$ cat src/rtl/tank_pkg.sv
// Shared tank-game definitions: move keycodes and the per-player repeat state.
package tank_pkg;

  // USB HID usage codes for the eight move keys.
  localparam logic [7:0] KEY_NONE  = 8'h00;
  localparam logic [7:0] KEY_A     = 8'h04;
  localparam logic [7:0] KEY_D     = 8'h07;
  localparam logic [7:0] KEY_S     = 8'h16;
  localparam logic [7:0] KEY_W     = 8'h1A;
  localparam logic [7:0] KEY_RIGHT = 8'h4F;
  localparam logic [7:0] KEY_LEFT  = 8'h50;
  localparam logic [7:0] KEY_DOWN  = 8'h51;
  localparam logic [7:0] KEY_UP    = 8'h52;

  // Auto-repeat channel states.
  typedef enum logic [1:0] {
    IDLE,
    HOLD,
    REPEAT
  } chan_state_t;

  // True when code belongs to the selected player's set (p1_set=1: WASD, 0: arrows).
  function automatic logic is_move_key(input logic [7:0] code, input logic p1_set);
    if (p1_set)
      return (code == KEY_W) || (code == KEY_A) || (code == KEY_S) || (code == KEY_D);
    else
      return (code == KEY_UP) || (code == KEY_LEFT) || (code == KEY_DOWN) || (code == KEY_RIGHT);
  endfunction

endpackage

$ cat src/rtl/key_repeat.sv
// One player channel: picks that player's key from the HID report and emits it
// once on press, again after HOLD_FRAMES, then every REPEAT_FRAMES while held.
module key_repeat
  import tank_pkg::*;
#(
  parameter int HOLD_FRAMES   = 12,
  parameter int REPEAT_FRAMES = 6
) (
  input  logic        frame_clk,
  input  logic        Reset,
  input  logic [31:0] keycodes,
  input  logic        game_active,
  input  logic        p1_set,
  output logic [7:0]  key_out
);

  localparam logic [7:0] HOLD_RELOAD   = 8'(HOLD_FRAMES - 1);
  localparam logic [7:0] REPEAT_RELOAD = 8'(REPEAT_FRAMES - 1);

  chan_state_t state, state_n;
  logic [7:0]  cnt, cnt_n;
  logic [7:0]  lat, lat_n;
  logic [7:0]  out_n;
  logic [7:0]  sel;
  logic        sel_valid;

  // Select this player's key from the lowest-numbered slot holding one.
  always_comb begin
    sel       = KEY_NONE;
    sel_valid = 1'b0;
    for (int i = 3; i >= 0; i--) begin
      if (is_move_key(keycodes[8*i +: 8], p1_set)) begin
        sel       = keycodes[8*i +: 8];
        sel_valid = 1'b1;
      end
    end
  end

  // Next state, counter, latched code and the one-cycle emission.
  always_comb begin
    // NOTE: every output of this block gets a default first so no path leaves
    // a variable unassigned, which would otherwise infer a latch.
    state_n = state;
    cnt_n   = cnt;
    lat_n   = lat;
    out_n   = KEY_NONE;
    if (!game_active) begin
      state_n = IDLE;
      cnt_n   = 8'd0;
      lat_n   = KEY_NONE;
    end else begin
      unique case (state)
        IDLE: begin
          if (sel_valid) begin
            out_n   = sel;
            lat_n   = sel;
            cnt_n   = HOLD_RELOAD;
            state_n = HOLD;
          end
        end
        HOLD, REPEAT: begin
          if (!sel_valid) begin
            state_n = IDLE;
          end else if (sel != lat) begin
            // A different key counts as a fresh press, emitted right away.
            out_n   = sel;
            lat_n   = sel;
            cnt_n   = HOLD_RELOAD;
            state_n = HOLD;
          end else if (cnt != 8'd0) begin
            cnt_n = cnt - 8'd1;
          end else begin
            out_n   = lat;
            cnt_n   = REPEAT_RELOAD;
            state_n = REPEAT;
          end
        end
        default: state_n = IDLE;
      endcase
    end
  end

  // State and registered output; Reset aborts any pending repeat.
  always_ff @(posedge frame_clk or posedge Reset) begin
    // NOTE: sequential state uses non-blocking assignments so every register
    // samples the pre-edge values regardless of statement order.
    if (Reset) begin
      state   <= IDLE;
      cnt     <= 8'd0;
      lat     <= KEY_NONE;
      key_out <= KEY_NONE;
    end else begin
      state   <= state_n;
      cnt     <= cnt_n;
      lat     <= lat_n;
      key_out <= out_n;
    end
  end

endmodule

$ cat src/rtl/keycode_dispatch.sv
// Splits a USB HID keyboard report into two independent auto-repeating move
// streams: WASD for player 1 and the arrow keys for player 2.
module keycode_dispatch
  import tank_pkg::*;
#(
  parameter int HOLD_FRAMES   = 12,
  parameter int REPEAT_FRAMES = 6
) (
  input  logic        frame_clk,
  input  logic        Reset,
  input  logic [31:0] keycodes,
  input  logic        game_active,
  output logic [7:0]  key_p1,
  output logic [7:0]  key_p2
);

  // Player 1 channel: WASD, feeds the tank instance with player=1.
  key_repeat #(
    .HOLD_FRAMES   (HOLD_FRAMES),
    .REPEAT_FRAMES (REPEAT_FRAMES)
  ) u_p1 (
    .frame_clk   (frame_clk),
    .Reset       (Reset),
    .keycodes    (keycodes),
    .game_active (game_active),
    .p1_set      (1'b1),
    .key_out     (key_p1)
  );

  // Player 2 channel: arrow keys, feeds the tank instance with player=0.
  key_repeat #(
    .HOLD_FRAMES   (HOLD_FRAMES),
    .REPEAT_FRAMES (REPEAT_FRAMES)
  ) u_p2 (
    .frame_clk   (frame_clk),
    .Reset       (Reset),
    .keycodes    (keycodes),
    .game_active (game_active),
    .p1_set      (1'b0),
    .key_out     (key_p2)
  );

endmodule

$ cat config.mk
export PLATFORM = sky130hd
export DESIGN_NAME = keycode_dispatch
export DESIGN_NICKNAME = d
export VERILOG_FILES = /design/src/rtl/tank_pkg.sv /design/src/rtl/key_repeat.sv /design/src/rtl/keycode_dispatch.sv
export SDC_FILE = /design/constraint.sdc
export NUM_CORES = 1
export LEC_CHECK = 0
export CORE_MARGIN = 1.5
export CORE_UTILIZATION = 50
export DETAILED_ROUTE_END_ITERATION = 12
export MAX_ROUTING_LAYER = met4
export PLACE_DENSITY = 0.74
export SLEW_MARGIN = 20
export SYNTH_ARGS = -nofsm -noshare
export SYNTH_HDL_FRONTEND = slang
export SYNTH_SLANG_ARGS = --single-unit
$ cat constraint.sdc
create_clock -name frame_clk -period 3.8 [get_ports frame_clk]
set_clock_uncertainty 0.1 [all_clocks]
set_input_delay 0.38 -clock frame_clk [delete_from_list [all_inputs] [get_ports frame_clk]]
set_output_delay 0.38 -clock frame_clk [all_outputs]
set_load 0.01 [all_outputs]
==> results_tabular.tex <==
\begin{tabular}{lr}
\hline
Metric & Value \\
\hline
\multicolumn{2}{l}{\textbf{Clock network}} \\
Number of hold buffers added after cts & 0 \\
\# Post-CTS Setup Buffers & 0 \\
Clock sink count & 52 \\
Clock Tree Root & sky130\_fd\_sc\_hd\_\_clkbuf\_8 \\
Number of buffers created by CTS & 5 \\
Clock tree from TritonCTS & yes \\
\# H-tree levels & 2 \\
Resized cells post-CTS & 0 \\
Insertion delay of the later-clocked pin in the worst-skew pair & 0.30 ns \\
Max clock buf depth & 2 \\
Clock slew at reported path FFs & $\sim$0.10 ns \\
\multicolumn{2}{l}{\textbf{Route}} \\
Detailed-route wire length & around 8900 um \\
Number of vias per cell & 5.88 \\
Detailed router's first-iteration violation count & approximately 120 \\
Total number of vias & 3447 \\
Detailed-route wire length per cell & about 15 um \\
Remaining DRCs & 0 \\
Detail Route Antenna Nets & 0 \\
Number of iterations in the first detailed-routing pass & 4 \\
\multicolumn{2}{l}{\textbf{Floorplan}} \\
Initial Utilization & 52.7\% \\
Top Ports & 51 \\
Vertical die dimension & $\sim$88 um \\
Site row count & 30 \\
Total die area & 7800 um\^{}2 \\
Die width & 88.3 um \\
Core area & just under 7000 um\^{}2 \\
\multicolumn{2}{l}{\textbf{Final layout}} \\
Layout fillers & 598 \\
Final nets & between 500 and 600 \\
Highest-count cells in the layout ignoring fill and taps & 52 x sky130\_fd\_sc\_hd\_\_dfrtp\_1, 50 x sky130\_fd\_sc\_hd\_\_clkdlybuf4s50\_1, 33 x sky130\_fd\_sc\_hd\_\_nor2\_1, 32 x sky130\_fd\_sc\_hd\_\_nand2\_1, 27 x sky130\_fd\_sc\_hd\_\_nand3\_1 \\
Total inserted antenna cells & 0 \\
Final std cells w/o fill & 586 \\
Share of cells above drive strength 1 & between 10\% and 20\% \\
Final core area utilization & 64.8\% \\
Area growth from synthesis to layout & 23.0\% \\
Most common cell after layout, fill and taps aside & sky130\_fd\_sc\_hd\_\_dfrtp\_1 \\
\multicolumn{2}{l}{\textbf{STA}} \\
Time the worst path needs with I/O delays and setup & 3.39 ns \\
Worst slack on hold paths & 0.400 ns \\
\# setup viols final & 0 \\
Setup repair after global routing missed its margin & false \\
Final worst-path cycle share & 89.2\% \\
Max-slew violation count & 0 \\
Worst Tran Pin Value & 0.842 ns \\
Aggregate negative setup slack & 0 ns \\
Max transition margin & 43.8\% \\
Hold Violations, Final & 0 \\
Achievable Freq & 295 MHz \\
\multicolumn{2}{l}{\textbf{Synthesis}} \\
Post-synthesis xor/xnor area fraction & 3.13\% \\
Fraction of registers with async set/reset & 100\% \\
Synth unique cells & 74 \\
Post-synth EDFFs & 0 \\
Simple-gate area share of the yosys netlist & between 20 and 30\% \\
Fraction of the mapped netlist area in adder cells & 2.75\% \\
Number of instances in the synthesized netlist & 420 \\
Synth warn & 0 \\
Synthesized flop and latch total & 52 \\
Area fraction in compound gates after synthesis & 24.1\% \\
Register area share after synthesis & approximately 36\% \\
Portion of netlist area occupied by mux cells & 0.894\% \\
Average size of a mapped cell & between 8 and 9 um\^{}2 \\
Post-synth design cell area & 3640 um\^{}2 \\
Combinational family with the most area after synthesis & simple AND/OR/NAND/NOR gates \\
Main synth FF type & sky130\_fd\_sc\_hd\_\_dfrtp\_1 \\
\multicolumn{2}{l}{\textbf{Placed design}} \\
Count of input and output buffers & 50 \\
Inst Count DP & about 580 \\
Post-DP HPWL & $\sim$6900 um \\
Routability Congestion & 0.931 \\
\multicolumn{2}{l}{\textbf{Pwr}} \\
Share of power burned in the clock network & 26.1\% \\
Largest vdd supply drop & between 0.0002 and 0.0003 V \\
Leakage power figure & 1.83 nW \\
Share of total power consumed by net switching & 32.0\% \\
Overall power after layout & approximately 0.0013 W \\
Switching pwr & 0.000405 W \\
Sequential share of power & 46.9\% \\
Internal Pwr Total & between 0.0008 and 0.0009 W \\
Power Dens Cells & 283 nW/um\^{}2 \\
Combinational group share of total power & 27.0\% \\
\multicolumn{2}{l}{\textbf{Hold path}} \\
Worst min-delay path category & flop to flop \\
\multicolumn{2}{l}{\textbf{Global route}} \\
First-pass GRT wire length & 15400 um \\
Total routing usage reported by global routing & 25.4\% \\
Total gr overflow & 0 \\
Number of global-route vias before repair & 3247 \\
Initial antenna violation count & 0 \\
Maximum number of pins on one net before global-route repair & 53 \\
\multicolumn{2}{l}{\textbf{Critical path}} \\
WP data required & 3.90 ns \\
Critical path class & input port to flop \\
Crit path launch type & input port \\
Largest fanout on the critical path & 11 \\
Setup crit end kind & flop \\
CP Data Arrival Time & 3.49 ns \\
\multicolumn{2}{l}{\textbf{Run status}} \\
Outcome & finished clean \\
\multicolumn{2}{l}{\textbf{Run}} \\
Number of max-capacitance violations reported & 0 \\
\hline
\end{tabular}
## per-layer routing
layer	GRT usage (%)	share of wire, %	vias up
met5	-	0	-
met4	3.84	0.48	0
met3	4.20	5.1	4
met2	38.6	45	83
met1	36.5	49	1651
li1	-	-	1709
## cell type report
cell class | count | area, um^2 | area share (%)
multi-input combinational | 336 | 2200 | 49.1
sequential | 52 | 1300 | 29.1
timing repair buffer | 72 | 678 | 15.2
tap | 96 | 120 | 2.68
inverter | 22 | 83.8 | 1.87
clock buffer | 5 | 68.8 | 1.54
clock inverter | 3 | 27.5 | 0.615
## registers in the layout, summed over array words and instances, names as in the netlist
| signal | flops |
|---|---|
| u_p1.key_out | 8 |
| u_p2.state | 2 |
| u_p1.cnt | 8 |
| u_p1.lat | 8 |
| u_p2.lat | 8 |
| u_p2.key_out | 8 |
| u_p1.state | 2 |
| u_p2.cnt | 8 |
## worst max-delay path, stage by stage
cell	delay, ns
sky130_fd_sc_hd__clkdlybuf4s50_1	0.41
sky130_fd_sc_hd__or4b_1	0.55
sky130_fd_sc_hd__a311o_1	0.51
sky130_fd_sc_hd__o211ai_1	0.21
sky130_fd_sc_hd__a211oi_1	0.12
sky130_fd_sc_hd__o311a_1	0.38
sky130_fd_sc_hd__and4_1	0.23
sky130_fd_sc_hd__buf_12	0.16
sky130_fd_sc_hd__a31o_2	0.29
sky130_fd_sc_hd__a22o_1	0.24
## power by group through the flow
stage	Combinational (W)	Clock, W	Sequential [W]
CTS	0.000342	0.000341	0.000594
floorplan	0.000215	0	0.000603
global placement	0.000335	0	0.000605
finish	0.000342	0.000331	0.000594
detailed placement	0.000340	0	0.000605
global route	0.000384	0.000363	0.000598
## cells by family after synthesis
logic type | after synthesis
xor gates and xnor gates | 13
adders and majority gates | 8
and+or+nand+nor | 194
buffers and inverters | 36
AOI/OAI and AO/OA | 113
DFF | 52
other | 1
muxes | 3
## path summary, 6_finish.rpt
check	startpoint	endpoint	slack [ns]	cells past startpoint
min in group asynchronous	Reset	u_p2.key_out[7]	0.44	2
min	u_p1.lat[5]	u_p1.lat[5]	0.40	1
max reg2reg	u_p1.cnt[4]	u_p1.key_out[1]	1.38	6
min reg2reg	u_p1.lat[5]	u_p1.lat[5]	0.40	1
max	keycodes[8]	u_p1.lat[0]	0.41	10
max in group asynchronous	Reset	u_p2.key_out[6]	2.67	2
## stage by stage
step	setup slack, ns	cell area (um^2)
floorplan	0.893	3650
global placement	0.177	4380
detailed placement	0.0992	4380
CTS	0.433	4470
global route	0.287	4480
finish	0.409	4480
## Yosys cell counts, types with 8 or more instances
| cell type | count | share of area [%] |
|---|---|---|
| sky130_fd_sc_hd__dfrtp_1 | 52 | 36 |
| sky130_fd_sc_hd__nor2_1 | 33 | 3.4 |
| sky130_fd_sc_hd__nand2_1 | 32 | 3.3 |
| sky130_fd_sc_hd__nand3_1 | 27 | 3.7 |
| sky130_fd_sc_hd__inv_1 | 22 | 2.3 |
| sky130_fd_sc_hd__nor3_1 | 21 | 2.9 |
| sky130_fd_sc_hd__o21ai_0 | 20 | 2.8 |
| sky130_fd_sc_hd__a21oi_1 | 12 | 1.7 |
| sky130_fd_sc_hd__and2_1 | 12 | 2.1 |
| sky130_fd_sc_hd__a22o_1 | 10 | 2.4 |
| sky130_fd_sc_hd__nor2b_1 | 10 | 1.7 |
| sky130_fd_sc_hd__nand4_1 | 9 | 1.5 |
| sky130_fd_sc_hd__clkbuf_1 | 8 | 0.83 |
| sky130_fd_sc_hd__ha_1 | 8 | 2.8 |
| sky130_fd_sc_hd__or3_1 | 8 | 1.4 |
| sky130_fd_sc_hd__xnor2_1 | 8 | 1.9 |
(Power assumes the default switching activity.)
